### src/rtl/updown_mod_counter.sv
// rtl/updown_mod_counter.sv - up/down modulo counter with prescaler, load/clear, wrap or saturate
module updown_mod_counter #(
  parameter int WIDTH    = 23,
  parameter int MAX      = 2**WIDTH-1,
  parameter int PRESCALE = 1,
  parameter int SATURATE = 0
) (
  input  logic             clk,
  input  logic             rst,
  input  logic             en,
  input  logic             dir,
  input  logic             clr,
  input  logic             load,
  input  logic [WIDTH-1:0] load_val,
  output logic [WIDTH-1:0] q,
  output logic             tc,
  output logic             ovf,
  output logic             ovf_seen
);

  localparam int PW = (PRESCALE > 1) ? $clog2(PRESCALE) : 1;
  localparam logic [WIDTH-1:0] MAXV   = WIDTH'(MAX);
  localparam logic [PW-1:0]    LAST_P = PW'(PRESCALE-1);

  logic [PW-1:0]    p;
  logic             tick;
  logic [WIDTH-1:0] load_clamped;

  assign tick         = en && (p == LAST_P);
  assign load_clamped = (load_val > MAXV) ? MAXV : load_val;
  assign tc           = dir ? (q == MAXV) : (q == '0);

  always_ff @(posedge clk) begin
    if (rst || clr) begin
      q        <= '0;
      p        <= '0;
      ovf      <= 1'b0;
      ovf_seen <= 1'b0;
    end else begin
      ovf <= 1'b0;
      if (en)
        p <= tick ? '0 : p + PW'(1);
      // load restarts the prescale period and suppresses any coincident step
      if (load) begin
        q <= load_clamped;
        p <= '0;
      end else if (tick) begin
        if (dir) begin
          if (q < MAXV) begin
            q <= q + WIDTH'(1);
          end else begin
            q        <= (SATURATE != 0) ? MAXV : '0;
            ovf      <= 1'b1;
            ovf_seen <= 1'b1;
          end
        end else begin
          if (q > '0) begin
            q <= q - WIDTH'(1);
          end else begin
            q        <= (SATURATE != 0) ? '0 : MAXV;
            ovf      <= 1'b1;
            ovf_seen <= 1'b1;
          end
        end
      end
    end
  end

endmodule

### config.mk
export PLATFORM = sky130hd
export DESIGN_NAME = updown_mod_counter
export DESIGN_NICKNAME = d
export VERILOG_FILES = /design/src/rtl/updown_mod_counter.sv
export SDC_FILE = /design/constraint.sdc
export NUM_CORES = 1
export LEC_CHECK = 0
export ABC_AREA = 1
export BUFFER_PORTS_ARGS = -buffer_cell sky130_fd_sc_hd__buf_2
export CAP_MARGIN = 0
export CORE_MARGIN = 1
export CORE_UTILIZATION = 56
export CTS_CLUSTER_DIAMETER = 60
export DETAILED_ROUTE_END_ITERATION = 10
export GPL_TIMING_DRIVEN = 0
export PLACE_DENSITY = 0.81
export SLEW_MARGIN = 10
export SYNTH_ARGS = -nofsm -noshare
export SYNTH_HDL_FRONTEND = slang
export SYNTH_SLANG_ARGS = --single-unit
### constraint.sdc
create_clock -name clk -period 1.9 [get_ports clk]
set_input_delay 0.19 -clock clk [delete_from_list [all_inputs] [get_ports clk]]
set_output_delay 0.19 -clock clk [all_outputs]
set_load 0.01 [all_outputs]
==> summary.txt <==
Clocking
  – Post-CTS Hold Fix Bufs: 0
  – Clock transition at path regs: ~0.11 ns
  – Number of CTS-inserted buffers: 3
  – Longest Clk Path Bufs: 2
  – CTS tree: built
  – H-tree Lvls: 1
  – # clock sinks: 26
  – CTS root buf: clkbuf_8
  – Clk_lat worst skew: about 0.28 ns

Global route
  – All-Layer GR Usage: 0.3775
  – First-pass GRT wire length: about 15 mm
  – Pin count of the biggest net entering global routing: 15
  – Initial antenna violation count: 0
  – Gr ovfl total: 0
  – Vias in the first global route: 3220

Worst setup path
  – CP max FO: 7
  – Worst setup EP type: output pin
  – WP data arrival: about 1.8 ns
  – WP data required: around 1.7 ns
  – Worst setup SP type: flip-flop
  – Critical path class: reg -> out

STA
  – Relative slew slack: 0.5485
  – Final count of negative-setup-slack endpoints: 1
  – Slew Viols, Final: 0
  – Fin crit share: 1.035
  – RSZ-0062 raised after global routing: yes
  – Least-Margin Pin Slew: 0.6772 ns
  – Worst Hold Slack: about 0.094 ns
  – Endpoints failing hold: 0
  – Setup TNS Final: -0.06612 ns
  – Crit path time final: ~2.0 ns
  – F_max: approximately 0.51 GHz
  – Setup Skew: between 0.005 and 0.006 ns
  – Final WS setup: -0.06612 ns

Die
  – Starting density of the core: 0.6015
  – IO Count: 55
  – CORE AREA: about 4500 µm²
  – Core Rows: 24
  – Die Footprint: just over 5000 µm²
  – Die H: between 70 and 80 µm
  – Die Span X: approximately 70 µm

Logic synthesis
  – Gate Count Post-Synth: approximately 500
  – Synth warn: 0
  – Register area share after synthesis: 0.1934
  – Mapped cell area: around 2700 µm²
  – Asr flop ratio synth: 0
  – Yosys cell types: 29
  – FF+latch count, synth: 26
  – EDFF count, synth: 0
  – Mapped Avg Cell Area: 5.404 µm²
  – Ys flop type: dfxtp_1
  – Post-Syn Nets: between 500 and 600

Layout
  – Non-Filler Instances: 617
  – Share of cells above drive strength 1: 0.2513
  – Final-stage net count: around 600
  – Ant diodes: 0
  – Post-layout util: 0.7430
  – Area growth from synthesis to layout: 23.52%
  – Fillcell total: 400

Drt
  – Vias: ~3600
  – Via density per instance: ~5.8
  – DRT Pass-1 Iters: 9
  – Wirelength per Cell: between 15 and 20 µm
  – Drt first-iter violations: 320
  – Routed wire length: between 9 and 10 mm
  – Antenna Nets Post-Route: 0
  – DRC Markers: 4

Placement
  – GPL Wtd Cong: slightly below 1
  – Cell count after placement: between 600 and 700
  – Buffers on Ports: 52
  – HPWL Detailed: a little under 7 mm
  – Pre-CTS WS: -0.07220 ns

Pwr
  – Pwr dens: roughly 510 nW/µm²
  – Max rail drop VDD: 387.5 µV
  – Static leakage: ~1.7 nW

Run status
  – Violated checks: design-rule violations, negative setup slack
  – Status: finished, violations left

Worst hold path
  – Worst hold-check path type: in -> reg

Job
  – MaxCap Viol Count: 0
## cell usage in the layout (no fill, tap or decap), drive strengths merged
cell type,netlist,final
nor4,1,1
o211ai,3,3
nand4,10,10
nor3b,1,1
clkbuf,10,14
inv,47,47
o221ai,1,1
nor3,4,4
buf,7,70
clkinv,2,2
nor2,68,68
xor2,12,12
o21ai,39,39
a21o,1,1
a21oi,13,13
xnor2,2,2
nand3,55,55
ha,3,3
dfxtp,26,26
nand2,193,193
## repair_timing
item | 4_1_cts | 5_1_grt
setup endpoints to repair | 1 | 17
gates resized for setup | 19 | 38
cloned | 0 | 0
endpoints found under the hold margin | 0 | 0
pin swaps | 5 | 4
buffers inserted | 10 | 2
## logic make-up (layout without fill, tap and decap cells)
| kind of cell | after synthesis | count (layout) | share of synthesized area |
|---|---|---|---|
| buffers and inverters | 66 | 133 | 0.1004 |
| xor gates and xnor gates | 14 | 14 | 0.04556 |
| and+or+nand+nor | 332 | 332 | 0.5356 |
| adders and majority gates | 3 | 3 | 0.01395 |
| AOI/OAI and AO/OA | 57 | 57 | 0.1111 |
| DFF | 26 | 26 | 0.1934 |
## Yosys cell counts, types with 3 or more instances
master / number / area, µm²
inv_2: 5 / 18.77
o21ai_0: 32 / 160.2
nand2_1: 185 / 694.4
o21ai_1: 7 / 35.03
nand4_1: 10 / 62.56
inv_1: 42 / 157.7
nor2_2: 11 / 68.82
nand3_1: 53 / 265.3
buf_2: 5 / 25.02
a21oi_1: 13 / 65.06
nor3_1: 3 / 15.01
nor2_4: 3 / 33.78
dfxtp_1: 26 / 520.5
xor2_1: 12 / 105.1
nor2_1: 54 / 202.7
nand2_2: 8 / 50.05
o211ai_1: 3 / 22.52
clkbuf_1: 9 / 33.78
ha_1: 3 / 37.54
## through the flow
stage / power (W) / instance area, µm²
5_1_grt: 0.001794 / 3324
6_report: 0.001692 / 3324
2_1_floorplan: 0.001064 / 2691
4_1_cts: 0.001639 / 3197
3_3_place_gp: 0.001221 / 3017
3_5_place_dp: 0.001233 / 3017
## critical path, stage by stage, from the launching register on
cell and delay, ns:
dfxtp_2 0.34, buf_6 0.14, nor2_2 0.17, nand2_2 0.10, nor2_4 0.19, nand4_1 0.20
buf_6 0.19, nand2_1 0.05, buf_2 0.12
## path summary, 6_finish.rpt
kind                  from        to  slack, ns  cells after the start
setup / recovery      q[8]        tc      -0.07                      8
hold / removal          en         p       0.09                      2
setup reg to reg      q[8]  ovf_seen       0.03                     10
hold reg to reg   ovf_seen  ovf_seen       0.47                      1
## power breakdown
group | switching, W | leakage [nW] | total [W] | internal (W)
logic | 0.000431 | 1.45 | 0.000683 | 0.000252
clock network | 0.000206 | 0.0288 | 0.000392 | 0.000186
registers | 0.0000477 | 0.218 | 0.000616 | 0.000569
total | 0.000685 | 1.70 | 0.00169 | 0.00101
## layout make-up
| type | instances | area (µm²) | share of cell area |
|---|---|---|---|
| buffer | 16 | 90.09 | 0.02710 |
| timing repair buffer | 64 | 350.3 | 0.1054 |
| clock buffer | 4 | 55.05 | 0.01656 |
| multi-input combinational | 406 | 2029 | 0.6105 |
| tap | 52 | 65.06 | 0.01957 |
| inverter | 49 | 193.9 | 0.05834 |
| sequential | 26 | 540.5 | 0.1626 |
## metal layers
| metal | GRT usage | wire [µm] |
|---|---|---|
| met1 | 0.5017 | 3832 |
| met2 | 0.6138 | 4227 |
| met4 | 0.1911 | 377 |
| met5 | 0 | 0 |
| met3 | 0.03235 | 996 |
## sequential cells by signal (all words and copies together) (netlist names)
name and flops:
ovf 1, q 23, ovf_seen 1, p 1
No activity file was read; power rests on OpenSTA's default activity.
